$ cat config.mk
export PLATFORM = sky130hd
export DESIGN_NAME = delta_reconstruct
export DESIGN_NICKNAME = d
export VERILOG_FILES = /design/src/rtl/delta_reconstruct.sv
export SDC_FILE = /design/constraint.sdc
export NUM_CORES = 1
export LEC_CHECK = 0
export ABC_AREA = 1
export CORE_MARGIN = 2
export CORE_UTILIZATION = 58
export CTS_BUF_LIST = sky130_fd_sc_hd__clkbuf_4
export CTS_CLUSTER_DIAMETER = 200
export DETAILED_ROUTE_END_ITERATION = 16
export GPL_TIMING_DRIVEN = 0
export HOLD_SLACK_MARGIN = 0.15
export PLACE_DENSITY = 0.84
export REMOVE_ABC_BUFFERS = 1
export SLEW_MARGIN = 20
export SYNTH_ARGS = -nofsm -noshare
export SYNTH_HDL_FRONTEND = slang
export SYNTH_SLANG_ARGS = --single-unit
$ cat constraint.sdc
create_clock -name clk -period 2.5 [get_ports clk]
set_clock_uncertainty 0.15 [all_clocks]
set_input_delay 0.75 -clock clk [delete_from_list [all_inputs] [get_ports clk]]
set_output_delay 0.75 -clock clk [all_outputs]
set_load 0.02 [all_outputs]
$ cat src/rtl/delta_reconstruct.sv
`default_nettype none
// ============================================================================
//  Module      : delta_reconstruct
//  Description : Rebuilds a saturating estimate from an up/down spike stream.
//                Each legal spike is queued as {direction, estimate} in a small
//                valid/ready FIFO, and per-window up/down event counts are
//                published for rate monitoring.
//  Revision    : 1.0 - initial release
// ============================================================================
module delta_reconstruct #(
    parameter int DATA_W = 4,
    parameter int DEPTH  = 4,
    parameter int WINDOW = 16,
    parameter int CNT_W  = 5
) (
    input  logic              clk,
    input  logic              reset,
    input  logic              en,
    input  logic [1:0]        spike,
    input  logic [DATA_W-1:0] step,
    input  logic              load,
    input  logic [DATA_W-1:0] load_value,
    output logic              out_valid,
    input  logic              out_ready,
    output logic              out_dir,
    output logic [DATA_W-1:0] out_value,
    output logic [DATA_W-1:0] estimate,
    output logic [CNT_W-1:0]  up_rate,
    output logic [CNT_W-1:0]  down_rate,
    output logic              stats_valid,
    output logic              overflow,
    output logic              illegal
);

    localparam int c_PTR_W = $clog2(DEPTH);
    localparam int c_OCC_W = $clog2(DEPTH + 1);
    localparam int c_WIN_W = $clog2(WINDOW);

    localparam logic [c_OCC_W-1:0] c_FULL     = c_OCC_W'(DEPTH);
    localparam logic [c_WIN_W-1:0] c_WIN_LAST = c_WIN_W'(WINDOW - 1);
    localparam logic [DATA_W-1:0]  c_EST_MAX  = '1;
    localparam logic [CNT_W-1:0]   c_CNT_MAX  = '1;

    // Event FIFO storage: bit DATA_W is the direction, lower bits the estimate
    logic [DATA_W:0]       r_mem [DEPTH];
    logic [c_PTR_W-1:0]    r_wr_ptr;
    logic [c_PTR_W-1:0]    r_rd_ptr;
    logic [c_OCC_W-1:0]    r_count;

    logic [c_WIN_W-1:0]    r_win;
    logic [CNT_W-1:0]      r_up_cnt;
    logic [CNT_W-1:0]      r_dn_cnt;

    logic                  w_up;
    logic                  w_dn;
    logic                  w_evt;
    logic                  w_bad;
    logic [DATA_W:0]       w_sum;
    logic [DATA_W:0]       w_diff;
    logic [DATA_W-1:0]     w_next_est;
    logic                  w_full;
    logic                  w_pop;
    logic                  w_push;
    logic [c_PTR_W-1:0]    w_last_ptr;
    logic [DATA_W:0]       w_head;
    logic [CNT_W-1:0]      w_up_cnt_nxt;
    logic [CNT_W-1:0]      w_dn_cnt_nxt;

    // Classify the spike and compute the saturated next estimate
    always_comb begin
        w_up   = en && (spike == 2'b10);
        w_dn   = en && (spike == 2'b01);
        w_bad  = en && (spike == 2'b11);
        w_evt  = w_up || w_dn;
        // One extra bit catches carry on the way up and borrow on the way down
        w_sum  = {1'b0, estimate} + {1'b0, step};
        w_diff = {1'b0, estimate} - {1'b0, step};
        w_next_est = estimate;
        if (en && load) begin
            w_next_est = load_value;
        end else if (w_up) begin
            w_next_est = w_sum[DATA_W] ? c_EST_MAX : w_sum[DATA_W-1:0];
        end else if (w_dn) begin
            w_next_est = w_diff[DATA_W] ? '0 : w_diff[DATA_W-1:0];
        end
    end

    // FIFO handshake decode and head selection
    always_comb begin
        w_full     = (r_count == c_FULL);
        w_pop      = (r_count != '0) && out_ready;
        // A full FIFO still accepts a push when the head leaves on the same edge
        w_push     = w_evt && (!w_full || w_pop);
        w_last_ptr = r_rd_ptr - 1'b1;
        // When empty, the slot just behind the read pointer is the last popped entry
        w_head     = (r_count == '0) ? r_mem[w_last_ptr] : r_mem[r_rd_ptr];
        out_valid  = (r_count != '0);
        out_dir    = w_head[DATA_W];
        out_value  = w_head[DATA_W-1:0];
    end

    // Saturating running event counts including this cycle's event
    always_comb begin
        w_up_cnt_nxt = (w_up && (r_up_cnt != c_CNT_MAX)) ? r_up_cnt + CNT_W'(1) : r_up_cnt;
        w_dn_cnt_nxt = (w_dn && (r_dn_cnt != c_CNT_MAX)) ? r_dn_cnt + CNT_W'(1) : r_dn_cnt;
    end

    // Estimate, window accounting and sticky error flags advance only with en
    always_ff @(posedge clk or posedge reset) begin
        if (reset) begin
            estimate    <= '0;
            r_win       <= '0;
            r_up_cnt    <= '0;
            r_dn_cnt    <= '0;
            up_rate     <= '0;
            down_rate   <= '0;
            stats_valid <= 1'b0;
            overflow    <= 1'b0;
            illegal     <= 1'b0;
        end else begin
            stats_valid <= 1'b0;
            if (en) begin
                estimate <= w_next_est;
                if (w_bad) begin
                    illegal <= 1'b1;
                end
                if (w_evt && w_full && !w_pop) begin
                    overflow <= 1'b1;
                end
                if (r_win == c_WIN_LAST) begin
                    up_rate     <= w_up_cnt_nxt;
                    down_rate   <= w_dn_cnt_nxt;
                    stats_valid <= 1'b1;
                    r_up_cnt    <= '0;
                    r_dn_cnt    <= '0;
                    r_win       <= '0;
                end else begin
                    r_up_cnt    <= w_up_cnt_nxt;
                    r_dn_cnt    <= w_dn_cnt_nxt;
                    r_win       <= r_win + 1'b1;
                end
            end
        end
    end

    // Event FIFO: storage is cleared on reset so the empty head reads zero
    always_ff @(posedge clk or posedge reset) begin
        if (reset) begin
            for (int i = 0; i < DEPTH; i++) begin
                r_mem[i] <= '0;
            end
            r_wr_ptr <= '0;
            r_rd_ptr <= '0;
            r_count  <= '0;
        end else begin
            if (w_push) begin
                r_mem[r_wr_ptr] <= {w_up, w_next_est};
                r_wr_ptr        <= r_wr_ptr + 1'b1;
            end
            if (w_pop) begin
                r_rd_ptr <= r_rd_ptr + 1'b1;
            end
            if (w_push && !w_pop) begin
                r_count <= r_count + 1'b1;
            end else if (!w_push && w_pop) begin
                r_count <= r_count - 1'b1;
            end
        end
    end

endmodule
`default_nettype wire

==> metrics.cfg, run 1 <==
[sta]
final-hold-violation-count=0
rsz0062_at_grt=true
setup_ws_ns=-0.1501
setup_viol=5
max_freq_ghz=0.3773
tightest_slew_ns=0.7088
post-route-period-util_pct=106.0
slew_violations=0
period_needed_ns=2.650
slew_headroom_pct=52.75

[worst_setup_path]
path_delay_family=buffers and inverters
critical_path.most_common_cell=o21ai_1
crit_arrival_ns=1.75
critical_path.endpoint_type=output port
critPathMaxFanout=7
crit_chain=clkinvlp_4, buf_6, a21oi_2, o21ai_1, o21ai_1, nor2_1, a21oi_1, buf_4
critPathLaunchType=flop
cp_slowest_cell=dfrtp_2
cpPeakStageDelay_ns=0.40
worstSetupPathType=reg2out
cp.required_ns=1.60
path_buf_inv=3

[yosys]
synth_area_um2=3363
yosysUniqueCellTypes=37
ys_top_cells_by_count=103 x nand2_1, 58 x dfrtp_1, 45 x inv_1, 34 x o21ai_0, 29 x nand3_1
yosys.area.top_type=dfrtp_1
synth_ff_type=dfrtp_1
yosysMostFrequentCell=nand2_1
syn_area_per_cell_um2=8.243
synth_top_area_share_pct=43.15
synth-edff-count=0
async_flop_share_pct=100.0
synth_area_leaders=dfrtp_1 43%, nand2_1 11%, ha_1 6.7%
yosys_register_bits=58
ys_seq_area_share_pct=43.15
yosysWarnings=0
syn_inst=408

[power_and_ir_drop]
switching_share_pct=42.27
power.density_nw_per_um2=1142
p_comb_share_pct=48.4
clkPwrFrac_pct=16.3
p_sw_w=0.001987
p_int_w=0.002714
p_seq_share_pct=35.3
irDropWorstVdd_v=0.0006494
leakagePower_nw=2.052

[run]
cap_violations=0

[global_route]
grt_max_degree=59
grt_pass1_vias=2702
grt_first_pass_wirelength_um=12580
gr-total-overflow=0
grt.total_usage_pct=25.21
grt_antenna_before_repair=0

[floorplan]
die_h_um=80.15
die-area_um2=6424
dieWidth_um=80.15
start_util_pct=60.70
ios=38
fp.coreArea_um2=5540
fp-row-count=27

[detailed_routing]
antenna_left=0
routed_wl_um=7456
post-route-drc-count=0
drt_iter0_drc=271
vias=2944
wl_per_cell_um=13.88
vias_per_cell=5.482
dr.pass1.iters=5

[placed_design]
gp_congestion=0.8731
dp_hpwl_um=5110
port-buffer-count=37
placed_area_um2=3784
post-place-cells=509

[clock_tree]
holdBufCountCts=0
cts_made_buffers=9
cts_sinks=58
insertion_delay_ns=0.41
tritoncts=built
path_clk_slew_ns=0.09
cts_root_buf=clkbuf_4
htreeDepth=3
cts_buffer_depth=2

[layout]
fillers=414
fin_cells=537
n_antenna_cell=0
syn2layout_area_growth_pct=22.40
fin_area_um2=4116
drive_gt1_share_pct=18.49
nNetsFinal=496

[outcome]
status=finished, violations left
violations=setup timing

[min_path]
hold_class=reg2reg

[registers in the layout, summed over array words and instances, names as in the netlist]
name,count
r_dn_cnt,5
r_mem,20
illegal,1
up_rate,5
overflow,1
estimate,4
r_wr_ptr,2
r_rd_ptr,2
r_win,4
stats_valid,1
r_count,3
down_rate,5
r_up_cnt,5
[cell usage in the layout (no fill, tap or decap), types with 4 or more instances in the layout]
cell and count:
ha_1 14, o21ai_0 29, o22ai_1 11, inv_2 9, a21oi_1 12, nor2_1 19, nand2_4 7, xor2_1 10
o21ai_1 9, clkbuf_4 10, clkdlybuf4s50_1 25, nand4_1 5, buf_4 13, nand2_1 101, dfrtp_1 55, nor2_2 4
nor2_4 4, nand3_1 29, inv_1 39
[final timing paths]
kind | start | endpoint | slack, ns | cells past startpoint
setup reg to reg | r_count[0]$_DFFE_PP0P_ | r_count[1]$_DFFE_PP0P_ | 0.21 | 10
hold reg to reg | overflow$_DFFE_PP0P_ | overflow$_DFFE_PP0P_ | 0.33 | 1
setup / recovery | r_rd_ptr[0]$_DFFE_PP0P_ | out_value[3] | -0.15 | 8
hold / removal | overflow$_DFFE_PP0P_ | overflow$_DFFE_PP0P_ | 0.33 | 1
min in group asynchronous | reset | r_win[3]$_DFFE_PP0P_ | 0.65 | 2
max in group asynchronous | reset | r_rd_ptr[1]$_DFFE_PP0P_ | 1.05 | 2
[logic make-up (layout without fill, tap and decap cells)]
group | Yosys count | in the layout | share of synthesized area, %
buf+inv | 61 | 118 | 7.478
simple gates | 183 | 183 | 25.56
compound gates | 72 | 72 | 11.87
xor+xnor | 12 | 12 | 3.125
fa+ha+maj | 21 | 21 | 8.482
flops | 58 | 58 | 43.15
mux | 1 | 1 | 0.3348
[worst register-to-register path, stage by stage (launching register included)]
cell     delay [ns]
dfrtp_2        0.44
nor2_4         0.15
nand2_4        0.11
nand2_4        0.10
nand3_2        0.11
nand2_4        0.12
inv_8          0.06
ha_1           0.17
inv_1          0.10
fa_1           0.41
mux2_2         0.27
[layer usage]
layer / wire length (um) / up-vias / global-route usage, %
li1: - / 1436 / -
met5: 0 / - / 0
met3: 430 / 17 / 5.393
met2: 3486 / 119 / 39.58
met4: 123 / 0 / 7.797
met1: 3416 / 1372 / 35.19
[power by group through the flow]
stage	clock (W)	sequential, W	combinational (W)
after floorplan	0	0.00170	0.00127
after global placement	0	0.00166	0.00196
after detailed placement	0	0.00168	0.00203
after CTS	0.000769	0.00166	0.00213
after global routing	0.000817	0.00171	0.00252
final	0.000767	0.00166	0.00227
[final cells by class]
type	instances	area, um2	share of cell area [%]
multi-input combinational	289	1742	42.31
inverter	53	217.7	5.289
clock inverter	6	81.33	1.976
tap	72	90.09	2.188
clock buffer	10	75.07	1.824
timing repair buffer	49	455.4	11.06
sequential	58	1455	35.35
[metrics by stage]
stage / setup slack, ns / TNS [ns] / util [%] / total power, W / hold WS [ns]
after floorplan: 0.09577 / 0 / - / 0.002975 / 0.2991
after global placement: -1.223 / -80.75 / 68.25 / 0.003615 / 0.3042
after detailed placement: -1.294 / -33.09 / 68.29 / 0.003709 / 0.3089
after CTS: -0.1042 / -0.4565 / 72.74 / 0.004562 / 0.3330
after global routing: -0.2348 / -1.064 / 74.30 / 0.005049 / 0.3553
final: -0.1501 / -0.6049 / 74.30 / 0.004701 / 0.3291
[timing repair]
item                       4_1_cts  5_1_grt
buffers inserted                 8        4
gates resized for setup         52       22
cloned                           0        0
pin swaps                        2        9
setup endpoints to repair       45       27
No activity file was read; power rests on OpenSTA's default activity.
==> inputs of run 2 (changes only) <==
--- a/config.mk
+++ b/config.mk
@@ -5,7 +5,7 @@
 export SDC_FILE = /design/constraint.sdc
 export NUM_CORES = 1
 export LEC_CHECK = 0
-export ABC_AREA = 1
+export ABC_AREA = 0
 export CORE_MARGIN = 2
 export CORE_UTILIZATION = 58
 export CTS_BUF_LIST = sky130_fd_sc_hd__clkbuf_4
==> run 2 against run 1 <==
Against the previous run:
- the flow still finishes with violations (setup timing)
- non-clock buffer count is 14 higher
- routed wire length is 13% higher
- synthesized cell count is 23% lower
- combinational power hardly changed
- utilization is 2.7 points higher
- design area is 3.7% higher
- global-route usage is 0.26 points higher
- first-iteration DRC count is 13% lower
- highest routed layer unchanged
==> metrics.cfg, run 2 <==
[worst_setup_path]
critPathLaunchType=flop
path_buf_inv=3  ; unchanged
cpPeakStageDelay_ns=0.44  ; +0.04 ns
worstSetupPathType=reg2out
crit_arrival_ns=2.00  ; +0.25 ns
crit_chain=nor3_4, clkinv_4, buf_6, o221ai_1, o21ai_1, o21a_1, buf_4
cp.required_ns=1.60  ; about the same
critPathMaxFanout=6  ; -1
critical_path.endpoint_type=output port
path_delay_family=buffers and inverters
cp_slowest_cell=dfrtp_2

[layout]
drive_gt1_share_pct=30.85  ; +12 points
n_antenna_cell=0  ; unchanged
top_register=r_mem
fin_area_um2=4268  ; +3.7%
nNetsFinal=407  ; -18%
fillers=336  ; -19%
final_cell_mix=52 x dfrtp_1, 26 x nand2_1, 25 x clkdlybuf4s50_1
syn2layout_area_growth_pct=27.28
final_common_cell=dfrtp_1
largest_register_ffs=20  ; unchanged

[floorplan]
die_h_um=80.04  ; -0.14%
dieWidth_um=80.04  ; -0.14%
fp-row-count=27  ; unchanged
fp.coreArea_um2=5540  ; unchanged
ios=38  ; unchanged
start_util_pct=60.52  ; -0.18 points
die-area_um2=6406  ; -0.29%

[global_route]
grt-busiest-layer=met2
grt_max_degree=59  ; unchanged
grt_first_pass_wirelength_um=12460  ; -0.93%
use_met2_pct=42.00  ; +2.4 points
gr-total-overflow=0  ; unchanged
grt_antenna_before_repair=0  ; unchanged
grt_util_met1_pct=32.76  ; -2.4 points
grt.total_usage_pct=25.47  ; +0.26 points
grt_pass1_vias=2674  ; -1.0%
use_met3_pct=4.977  ; -0.42 points

[clock_tree]
insertion_delay_ns=0.40  ; about the same
cts_made_buffers=9  ; unchanged
cts_root_buf=clkbuf_4
path_clk_slew_ns=0.10  ; about the same
tritoncts=built
cts_sinks=58  ; unchanged
cts_buffer_depth=2  ; unchanged
htreeDepth=3  ; unchanged

[detailed_routing]
vias=2741  ; -6.9%
vias_per_cell=6.118  ; +12%
routed_wl_um=8417  ; +13%
wl_per_cell_um=18.79  ; +35%
antenna_left=0  ; unchanged
dr.pass1.iters=4  ; -1
drt_iter0_drc=237  ; -13%
post-route-drc-count=0  ; unchanged

[yosys]
ys_seq_area_share_pct=43.28  ; +0.13 points
synth_area_um2=3353  ; -0.30%
async_flop_share_pct=100.0  ; unchanged
yosysMostFrequentCell=dfrtp_1
synth_area_leaders=dfrtp_1 43%, ha_1 6.7%, o21ai_0 4.2%
yosysWarnings=0  ; unchanged
syn_inst=315  ; -23%
synth_top_area_share_pct=43.28  ; +0.13 points
synth-edff-count=0  ; unchanged
yosys.area.top_type=dfrtp_1
synth_ff_type=dfrtp_1
yosys_register_bits=58  ; unchanged
syn_area_per_cell_um2=10.65  ; +29%
ys_top_cells_by_count=58 x dfrtp_1, 29 x nand2_1, 28 x o21ai_0, 18 x ha_1, 15 x inv_1
yosysUniqueCellTypes=60  ; +62%

[sta]
slew_headroom_pct=50.00  ; -2.8 points
whs_ns=0.3320  ; +0.002933 ns
max_freq_ghz=0.3453  ; -8.5%
period_needed_ns=2.896  ; +0.2462 ns
slew_violations=0  ; unchanged
post-route-period-util_pct=115.9  ; +9.8 points
setup_viol=8  ; +3
final-hold-violation-count=0  ; unchanged
setup_ws_ns=-0.3963  ; -0.2462 ns
rsz0062_at_grt=true
tightest_slew_ns=0.7478  ; +0.03904 ns

[placed_design]
gp_congestion=0.8850  ; +1.4%
dp_hpwl_um=4906  ; -4.0%
port-buffer-count=37  ; unchanged
placed_area_um2=3717  ; -1.8%

[power_and_ir_drop]
irDropWorstVdd_v=0.0007368  ; +13%
power.density_nw_per_um2=1033  ; -9.6%
leakagePower_nw=1.848  ; -10%

[outcome]
status=finished, violations left
violations=setup timing

[run]
cap_violations=0  ; unchanged

[min_path]
hold_class=reg2reg

## run 2: path summary, 6_finish.rpt
kind | start | end | slack, ns | depth (start not counted)
worst max register to register | r_count[1]$_DFFE_PP0P_ | r_count[2]$_DFFE_PP0P_ | -0.01 | 12
min in group asynchronous | reset | overflow$_DFFE_PP0P_ | 0.65 | 2
max in group asynchronous | reset | estimate[1]$_DFFE_PP0P_ | 1.04 | 2
worst min-delay path | overflow$_DFFE_PP0P_ | overflow$_DFFE_PP0P_ | 0.33 | 1
worst min register to register | overflow$_DFFE_PP0P_ | overflow$_DFFE_PP0P_ | 0.33 | 1
worst max-delay path | r_count[1]$_DFFE_PP0P_ | out_value[2] | -0.40 | 7
## run 2: repair_timing
item	CTS	global route
pin swaps	14	16
hold buffers	0	0
endpoints found under the setup margin	52	25
resized for setup	66	55
buffers inserted	14	12
## run 2: report_power, final
| group | internal (W) | switching [W] | leakage [nW] |
|---|---|---|---|
| combinational | 0.00118 | 0.00110 | 1.06 |
| sequential | 0.00123 | 0.000344 | 0.728 |
| clock | 0.000214 | 0.000341 | 0.0631 |
| total | 0.00263 | 0.00178 | 1.85 |
## run 2: area by class of cell
type	instances	area [um2]	share of cell area, %
Multi-Input combinational cell	224	1983	46.47
Clock inverter	5	21.27	0.4984
Tap cell	72	90.09	2.111
Sequential cell	58	1459	34.18
Clock buffer	11	82.58	1.935
Inverter	15	63.81	1.495
Timing Repair Buffer	63	568.0	13.31
## run 2: cells by family (layout without fill, tap and decap cells)
| group | after synthesis | after routing | synth area share (%) |
|---|---|---|---|
| xor gates and xnor gates | 15 | 15 | 3.918 |
| and+or+nand+nor | 82 | 82 | 13.36 |
| muxes | 29 | 29 | 9.963 |
| buffers and inverters | 33 | 94 | 4.813 |
| AOI/OAI and AO/OA | 77 | 77 | 16.16 |
| DFF | 58 | 58 | 43.28 |
| adders and majority gates | 21 | 21 | 8.508 |
## run 2: layer usage
| metal | vias to the layer above | routed length [um] |
|---|---|---|
| met5 | - | 0 |
| met4 | 0 | 234 |
| met3 | 20 | 434 |
| met2 | 90 | 4238 |
| met1 | 1379 | 3510 |
| li1 | 1252 | - |
## run 2: worst reg2reg max path: stages, from the launching register on
cell,delay (ns)
dfrtp_2,0.44
nor3_4,0.28
clkinv_4,0.15
buf_6,0.16
buf_6,0.12
buf_6,0.11
nand2_4,0.07
ha_4,0.14
inv_2,0.04
fa_2,0.37
xor2_1,0.14
nor2_1,0.13
xor2_1,0.15
## run 2: metrics by stage
step	std cells	utilization, %	setup slack (ns)	setup TNS [ns]	total power, W
2_1_floorplan	297	-	-0.2250	-2.358	0.002604
3_3_place_gp	406	66.94	-1.261	-92.90	0.003107
3_5_place_dp	406	67.10	-1.245	-43.19	0.003189
4_1_cts	436	71.97	-0.3129	-1.535	0.003932
5_1_grt	448	77.03	-0.5046	-3.245	0.004666
6_report	448	77.03	-0.3963	-2.035	0.004408
